<file path="config.mk">
export PLATFORM = sky130hd
export DESIGN_NAME = knn_sched
export DESIGN_NICKNAME = d
export VERILOG_FILES = /design/src/rtl/knn_sched.sv
export SDC_FILE = /design/constraint.sdc
export NUM_CORES = 1
export LEC_CHECK = 0
export CELL_PAD_IN_SITES_DETAIL_PLACEMENT = 0
export CELL_PAD_IN_SITES_GLOBAL_PLACEMENT = 2
export CORE_MARGIN = 8
export CORE_UTILIZATION = 30
export CTS_CLUSTER_DIAMETER = 40
export DETAILED_ROUTE_END_ITERATION = 8
export MAX_ROUTING_LAYER = met4
export PLACE_DENSITY_LB_ADDON = 0.1
export SLEW_MARGIN = 10
export SYNTH_ARGS = -nofsm -noshare
export SYNTH_HDL_FRONTEND = slang
export SYNTH_SLANG_ARGS = --single-unit
</file>
<file path="constraint.sdc">
create_clock -name clk -period 4 [get_ports clk]
set_input_delay 0.8 -clock clk [delete_from_list [all_inputs] [get_ports clk]]
set_output_delay 0.8 -clock clk [all_outputs]
set_load 0.05 [all_outputs]
</file>
<file path="src/rtl/knn_sched.sv">
// knn_sched: job sequencer for the K parallel KNN lanes.
//
// A start command clears every lane. The sequencer then fetches N dataset
// words (packed data point + label) from a memory port, one at a time, and
// broadcasts each word to all lanes with a one-cycle enable. It waits for
// every lane to report ready before fetching the next word. A done pulse
// marks the end of the dataset.
//
// Ports:
//   clk        system clock, rising edge
//   rst        asynchronous active-low reset
//   start      job start pulse, only honoured in IDLE
//   abort      synchronous job cancel, acts in any non-IDLE state
//   base_addr  dataset start address, latched on accepted start
//   n_points   dataset word count, latched on accepted start
//   busy       high whenever a job is in progress
//   done       one-cycle pulse at job completion
//   processed  words broadcast in the current or last job
//   mem_req    memory read request, held until acknowledged
//   mem_addr   read address (base + idx, wrapping)
//   mem_ack    read acknowledge, mem_rdata valid in the same cycle
//   mem_rdata  read data
//   core_clr   one-cycle lane clear
//   core_dp    registered broadcast word shared by all lanes
//   core_en    one-cycle broadcast strobe
//   core_rdy   per-lane ready, a low bit means that lane is still busy
module knn_sched #(
  parameter int K      = 4,
  parameter int DATA_W = 32,
  parameter int ADDR_W = 16
) (
  input  logic              clk,
  input  logic              rst,
  input  logic              start,
  input  logic              abort,
  input  logic [ADDR_W-1:0] base_addr,
  input  logic [ADDR_W-1:0] n_points,
  output logic              busy,
  output logic              done,
  output logic [ADDR_W-1:0] processed,
  output logic              mem_req,
  output logic [ADDR_W-1:0] mem_addr,
  input  logic              mem_ack,
  input  logic [DATA_W-1:0] mem_rdata,
  output logic              core_clr,
  output logic [DATA_W-1:0] core_dp,
  output logic              core_en,
  input  logic [K-1:0]      core_rdy
);

  typedef enum logic [2:0] {
    S_IDLE,
    S_CLEAR,
    S_FETCH,
    S_ISSUE,
    S_WAIT_CORE,
    S_DONE
  } state_t;

  state_t            state;
  logic [ADDR_W-1:0] base_q;
  logic [ADDR_W-1:0] n_q;
  logic [ADDR_W-1:0] idx;
  logic [ADDR_W-1:0] idx_next;

  // Exact-width increment: the last-word compare must also work for
  // n_points = 2^ADDR_W-1 without any carry bit.
  assign idx_next = idx + ADDR_W'(1);

  // Single-process FSM. Every output is a register so nothing combinational
  // reaches the ports; the pulse outputs default low each cycle and are
  // raised on the edge that enters the state they belong to.
  always_ff @(posedge clk or negedge rst) begin
    if (!rst) begin
      state     <= S_IDLE;
      base_q    <= '0;
      n_q       <= '0;
      idx       <= '0;
      processed <= '0;
      busy      <= 1'b0;
      done      <= 1'b0;
      mem_req   <= 1'b0;
      mem_addr  <= '0;
      core_clr  <= 1'b0;
      core_dp   <= '0;
      core_en   <= 1'b0;
    end else begin
      core_clr <= 1'b0;
      core_en  <= 1'b0;
      done     <= 1'b0;
      if (state != S_IDLE && abort) begin
        // Cancel: processed keeps the count of completed words, and a late
        // mem_ack is ignored because FETCH is no longer active.
        state   <= S_IDLE;
        busy    <= 1'b0;
        mem_req <= 1'b0;
      end else begin
        case (state)
          S_IDLE: begin
            if (start) begin
              base_q    <= base_addr;
              n_q       <= n_points;
              idx       <= '0;
              processed <= '0;
              busy      <= 1'b1;
              core_clr  <= 1'b1;
              state     <= S_CLEAR;
            end
          end
          S_CLEAR: begin
            if (n_q == '0) begin
              done  <= 1'b1;
              state <= S_DONE;
            end else begin
              mem_req  <= 1'b1;
              mem_addr <= base_q;
              state    <= S_FETCH;
            end
          end
          S_FETCH: begin
            // Request and address stay put until the ack is sampled.
            if (mem_ack) begin
              core_dp <= mem_rdata;
              mem_req <= 1'b0;
              core_en <= 1'b1;
              state   <= S_ISSUE;
            end
          end
          S_ISSUE: begin
            state <= S_WAIT_CORE;
          end
          S_WAIT_CORE: begin
            // Entered the cycle after core_en, so lanes have seen the word.
            if (&core_rdy) begin
              idx       <= idx_next;
              processed <= idx_next;
              if (idx_next == n_q) begin
                done  <= 1'b1;
                state <= S_DONE;
              end else begin
                mem_req  <= 1'b1;
                mem_addr <= base_q + idx_next;
                state    <= S_FETCH;
              end
            end
          end
          S_DONE: begin
            busy  <= 1'b0;
            state <= S_IDLE;
          end
          default: begin
            busy    <= 1'b0;
            mem_req <= 1'b0;
            state   <= S_IDLE;
          end
        endcase
      end
    end
  end

endmodule

</file>
==> results.md, run 1 <==
- Outcome: complete, no violations
- Largest net degree at the start of global routing: 105
- Grt met2 use: approximately a quarter
- Sequential share of the synthesized area: roughly 44%
- Setup CP Type: flip-flop to flip-flop
- Critical path cell sequence: nand3_1 -> nor4_1 -> xor3_1 -> or4b_2 -> or4_1 -> and2_4 -> mux2_1
- Row cnt: 51
- Netlist cell types: 65
- # nets final: between 800 and 900
- Post-synth top cells: nand2_1 (130), dfrtp_1 (104), mux2_2 (32)
- Number of synthesis warnings: 0
- CTS tree: built
- Gr busiest metal: met2
- Clk pin slew, worst setup/hold paths: 0.08 ns
- HPWL after DPL: 13.4 mm
- Worst path arrival time: roughly 3.9 ns
- Mapped Avg Cell Area: 9.56 um2
- Synth top area share: between 40% and 50%
- Hold/Removal Path Class: input pin to asynchronous set/reset pin
- Area delta synth->final: 34.4%
- Remaining DRCs: 0
- Dominant cells by area after synthesis: dfrtp_1 (44%), nand2_1 (8.3%), mux2_2 (6.1%)
- Clk_lat worst skew: roughly 0.36 ns
- DIE AREA: approximately 24000 um2
- DR pass1 iterations: 5
- Final weighted congestion in routability-driven placement: about 0.83
- GRT met1 Usage: between 10% and 20%
- Vias: approximately 5000
- Iteration-0 DRC Markers: ~230
- Inserted Clock Buffers: 9
- Syn Std Cell Area: 5890 um2
- Slew @ Worst Pin: between 1 and 1.5 ns
- Vias in the first global route: approximately 5300
- ANT cells: 0
- Period utilization: roughly 92%
- Mapped Cells: approximately 600
- Antenna violations before repair: 0
- Max-cap violations: 0
- Chip width: about 160 um
- Worst Skew: between 0.01 and 0.015 ns
- Layout cell share with drive strength beyond 1: 10.5%
- Clk buf depth: 2
- Max-slew violation count: 0
- FFs w/ async S/R, synth: 100%
- CP max stage delay: 0.70 ns
- Slew margin rel.: roughly a third
- Setup violations, final: 0
- Post-CTS Hold Fix Bufs: 0
- PwrDens: between 700 and 800 nW/um2
- Wire length per cell: about 18 um
- Required @ worst endpoint: ~4.2 ns
- Worst vdd rail ir drop: slightly above 0.0003 V
- Setup_tns: 0 ns
- Placed cells: between 1000 and 1500
- Die height: 156 um
- Initial Util: between 30% and 40%
- CTS H-tree depth: 3
- Cell taking the most area after synthesis: dfrtp_1
- Port Buf Inserts: between 100 and 150
- First-pass GRT wire length: 29.3 mm
- Crit path launch type: flip-flop
- CP endpoint kind: flip-flop
- Synthesized flop and latch total: approximately 100
- GRT overflow: 0
- Primary FF master, synth: dfrtp_1
- Placeable Area: roughly 19000 um2
- EDFF count, synth: 0
- Lkg Pwr: between 3 and 4 nW
- Met3 Use GR: roughly 4.0%
- Fin. Hold Viols: 0
- Non-Filler Instances: roughly 1000
- Fmax: roughly 270 MHz
- Num Clock Sinks: between 100 and 150
- Num ports: 142
- # fillers: between 1500 and 2000
- Most common cell in the netlist: nand2_1
- CP max stage cell: or4b_2
- Setup Fix Bufs, Post-CTS: 0
- Fin crit period: ~3.7 ns
- PostCTS Resize Cnt: 0
- RSZ-0062 raised after global routing: no
- Total track usage: 15.9%
- CP max FO: 17
- ANT nets after route: 0
- Net Count, Synth: ~700
- Final WL: between 15 and 20 mm
- Routed vias/inst: a little under 5
- CTS Root Cell: clkbuf_16
cells by family after synthesis:
family                     Yosys count  share of synthesized area [%]
AOI/OAI and AO/OA                  110                           12.1
xor gates and xnor gates            41                           6.84
DFF                                104                           44.2
buffers and inverters               43                           3.17
muxes                               46                           8.90
and+or+nand+nor                    253                           20.7
adders and majority gates           19                           4.12
where the power goes:
group	internal, mW	switching, mW
logic	1.13	1.70
clock network	0.492	0.434
registers	1.48	0.378
total	3.10	2.51
state kept, by name, indices dropped and copies added (netlist names):
register  count
state         3
mem_addr     16
n_q          16
mem_req       1
done          1
busy          1
core_clr      1
base_q       16
idx          16
core_en       1
core_dp      32
cell type report:
| cell class | count | area (um2) | area share [%] |
|---|---|---|---|
| Multi-Input combinational cell | 469 | 3110 | 39.2 |
| Timing Repair Buffer | 157 | 1540 | 19.5 |
| Sequential cell | 104 | 2600 | 32.9 |
| Inverter | 8 | 30.0 | 0.379 |
| Tap cell | 265 | 332 | 4.19 |
| Clock inverter | 7 | 78.8 | 0.996 |
| Clock buffer | 9 | 225 | 2.85 |
per-stage QoR:
step | power [mW] | setup slack, ns | util, % | area, um2 | hold slack (ns)
after floorplan | 3.75 | 0.188 | - | 5890 | 0.504
after global placement | 4.72 | 0.464 | 39.4 | 7610 | 0.458
after detailed placement | 4.75 | 0.324 | 39.4 | 7610 | 0.461
after CTS | 5.71 | 0.307 | 40.9 | 7920 | 0.483
after global routing | 5.99 | 0.130 | 40.9 | 7920 | 0.510
final | 5.62 | 0.339 | 40.9 | 7920 | 0.460
path summary, 6_finish.rpt:
check	to	depth (start not counted)	slack, ns	from
max reg2reg	mem_addr[6]	7	0.34	idx[8]
min reg2reg	core_dp[23]	2	0.48	core_dp[23]
min in group clk	core_dp[23]	2	0.48	core_dp[23]
min	n_q[4]	2	0.46	rst
max	mem_addr[6]	7	0.34	idx[8]
max in group asynchronous	core_dp[28]	2	3.00	rst
metal layers:
| metal | share of wire [%] | up-vias |
|---|---|---|
| met2 | 46 | 155 |
| li1 | - | 2439 |
| met5 | 0 | - |
| met1 | 45 | 2411 |
| met4 | 2.9 | 0 |
| met3 | 5.7 | 28 |
worst max-delay path, delay by kind of cell, from the launching register on:
kind,cells,cell delay [ns]
mux,1,0.33
xor+xnor,1,0.30
flops,1,0.52
simple gates,5,2.38
placed cells by master, fill, tap and decap left out, types with 5 or more instances in the layout:
master           netlist  routed
o31ai_1                9       9
ha_1                  17      17
nand4_1                7       7
a21oi_1               20      20
xnor2_1               25      25
nand2b_1               8       8
nor2b_1                5       5
mux2_1                 7       7
nand3_1               15      15
a31oi_1                8       8
nor2_1                31      31
nor3_1                10       9
and4_1                 5       5
o21ai_0               30      30
o41ai_1                6       6
nor4_1                 8       8
mux2_2                32      32
a21o_1                 5       5
and3_1                 8       8
buf_4                  0      16
xor2_1                13      13
nand2_1              130     130
dfrtp_1              104     104
inv_1                  8       8
clkdlybuf4s50_1        0     140
clkbuf_16              0       9
No activity file was read; power rests on OpenSTA's default activity.
==> run 2: changes to the inputs <==
SLEW_MARGIN = 40   (was 10)
==> results.md, run 2 (same netlist as run 1, synthesis figures left out) <==
- Outcome: complete, no violations (unchanged)
- Port Buf Inserts: 141 (unchanged)
- PostCTS Resize Cnt: 0 (unchanged)
- Area delta synth->final: 34.4% (unchanged)
- Most flops, register: core_dp (unchanged)
- Inserted Clock Buffers: 9 (unchanged)
- Fin util: 40.9% (unchanged)
- CP max stage delay: 0.70 ns (about the same)
- DR pass1 iterations: 5 (unchanged)
- # nets final: 840 (unchanged)
- Setup violations, final: 0 (unchanged)
- Lkg Pwr: 3.42 nW (was 3.43 nW)
- Tightest hold margin: 0.460 ns (about the same)
- RSZ-0062 raised after global routing: no (unchanged)
- Fin. Hold Viols: 0 (unchanged)
- Max-slew violation count: 0 (unchanged)
- Layout cell share with drive strength beyond 1: 10.6% (was 10.5%)
- CTS tree: built (unchanged)
- Routed vias/inst: 4.94 (about the same)
- Die height: 156 um (unchanged)
- Number of flip-flops in the largest register: 32 (unchanged)
- Num Clock Sinks: 104 (unchanged)
- GRT overflow: 0 (unchanged)
- Period utilization: 91.4% (was 91.5%)
- Worst r2r src: idx[8] (unchanged)
- PwrDens: 710 nW/um2 (about the same)
- Placeable Area: 19300 um2 (unchanged)
- Row cnt: 51 (unchanged)
- CP max FO: 17 (unchanged)
- Chip width: 156 um (unchanged)
- CTS H-tree depth: 3 (unchanged)
- Initial Util: 30.5% (unchanged)
- Final WL: 18.3 mm (about the same)
- Slew margin rel.: 56.0% (was 31.4%)
- Wire length per cell: 18.0 um (about the same)
- Antenna violations before repair: 0 (unchanged)
- Setup Fix Bufs, Post-CTS: 0 (unchanged)
- Slew @ Worst Pin: 0.660 ns (was 1.03 ns)
- Setup CP Type: flip-flop to flip-flop (unchanged)
- Fin crit period: 3.66 ns (about the same)
- DIE AREA: 24400 um2 (unchanged)
- Total track usage: 15.9% (unchanged)
- CP max stage cell: or4b_2 (unchanged)
- First-pass GRT wire length: 29.3 mm (unchanged)
- ANT cells: 0 (unchanged)
- Post-CTS Hold Fix Bufs: 0 (unchanged)
- CTS Root Cell: clkbuf_16 (unchanged)
- Crit path launch type: flip-flop (unchanged)
- Clk buf depth: 2 (unchanged)
- Worst vdd rail ir drop: 0.000304 V (about the same)
- ANT nets after route: 0 (unchanged)
- Most common cell after layout, fill and taps aside: clkdlybuf4s50_1 (unchanged)
- Worst Skew: 0.0119 ns (was 0.0118 ns)
- Largest net degree at the start of global routing: 105 (unchanged)
- Remaining DRCs: 0 (unchanged)
- Required @ worst endpoint: 4.24 ns (about the same)
- Commonest non-fill, non-tap cells in the layout: clkdlybuf4s50_1 (140), nand2_1 (130), dfrtp_1 (104), mux2_2 (32), nor2_1 (31) (unchanged)
- Max-cap violations: 0 (unchanged)
- # fillers: 1923 (unchanged)
- Setup_tns: 0 ns (unchanged)
- Clk pin slew, worst setup/hold paths: 0.08 ns (about the same)
- Hold/Removal Path Class: input pin to asynchronous set/reset pin (unchanged)
- Fmax: 274 MHz (was 273 MHz)
- Critical path cell sequence: nand3_1 -> nor4_1 -> xor3_1 -> or4b_2 -> or4_1 -> and2_4 -> mux2_1 (unchanged)
- HPWL after DPL: 13.4 mm (about the same)
- Num ports: 142 (unchanged)
- Clk_lat worst skew: 0.36 ns (about the same)
- CP endpoint kind: flip-flop (unchanged)
- Final weighted congestion in routability-driven placement: 0.832 (unchanged)
- Iteration-0 DRC Markers: 229 (unchanged)
- CP Launch Point: idx[8] (unchanged)
- Vias: 5034 (was 5033)
- Worst path arrival time: 3.89 ns (was 3.90 ns)
- Vias in the first global route: 5323 (unchanged)
## run 2: cell count changes in the layout (fill, tap and decap cells not counted)
| cell | change |
|---|---|
| inv_1 | -1 |
| inv_2 | +1 |
## run 2: layout make-up
type	count	area [um2]	area share [%]
Sequential cell	104	2600	32.9
Tap cell	265	332	4.19
Inverter	8	30.0	0.379
Clock inverter	7	78.8	0.996
Timing Repair Buffer	157	1540	19.5
Multi-Input combinational cell	469	3110	39.2
Clock buffer	9	225	2.85
## run 2: path summary, 6_finish.rpt
path	slack, ns	depth (start not counted)	endpoint
setup / recovery	0.34	7	mem_addr[6]
hold / removal	0.46	2	n_q[4]
max in group asynchronous	3.00	2	core_dp[28]
min in group clk	0.48	2	core_dp[23]
setup reg to reg	0.34	7	mem_addr[6]
hold reg to reg	0.48	2	core_dp[23]
## run 2: critical path: cells and delay by family, from the launching register on
| family | cells | cell delay, ns |
|---|---|---|
| AND/OR/NAND/NOR | 5 | 2.38 |
| flip-flops | 1 | 0.52 |
| multiplexers | 1 | 0.33 |
| XOR/XNOR | 1 | 0.30 |
## run 2: through the flow
step	setup slack [ns]	instances	power [mW]	area, um2
after floorplan	0.188	616	3.75	5890
after global placement	0.464	1003	4.72	7610
after detailed placement	0.324	1003	4.75	7610
after CTS	0.307	1019	5.71	7920
after global routing	0.130	1019	5.99	7920
final	0.344	1019	5.62	7920
## run 2: per-layer routing
metal / GRT usage [%] / part of all wire (%) / wire (um)
met5: - / 0 / 0
met4: 6.36 / 2.9 / 529
met3: 3.96 / 5.7 / 1050
met2: 24.5 / 46 / 8470
met1: 19.7 / 45 / 8270
## run 2: report_power, final
part           total (mW)  internal (mW)  switching (mW)
combinational        2.83           1.13            1.70
sequential           1.86           1.48           0.378
clock               0.926          0.492           0.435
total                5.62           3.10            2.51
==> run 3: changes to the inputs <==
GPL_ROUTABILITY_DRIVEN = 1   (was not set)
==> results of run 3 <==
Same layout as run 2: the final DEF is identical, and so are final timing and power.
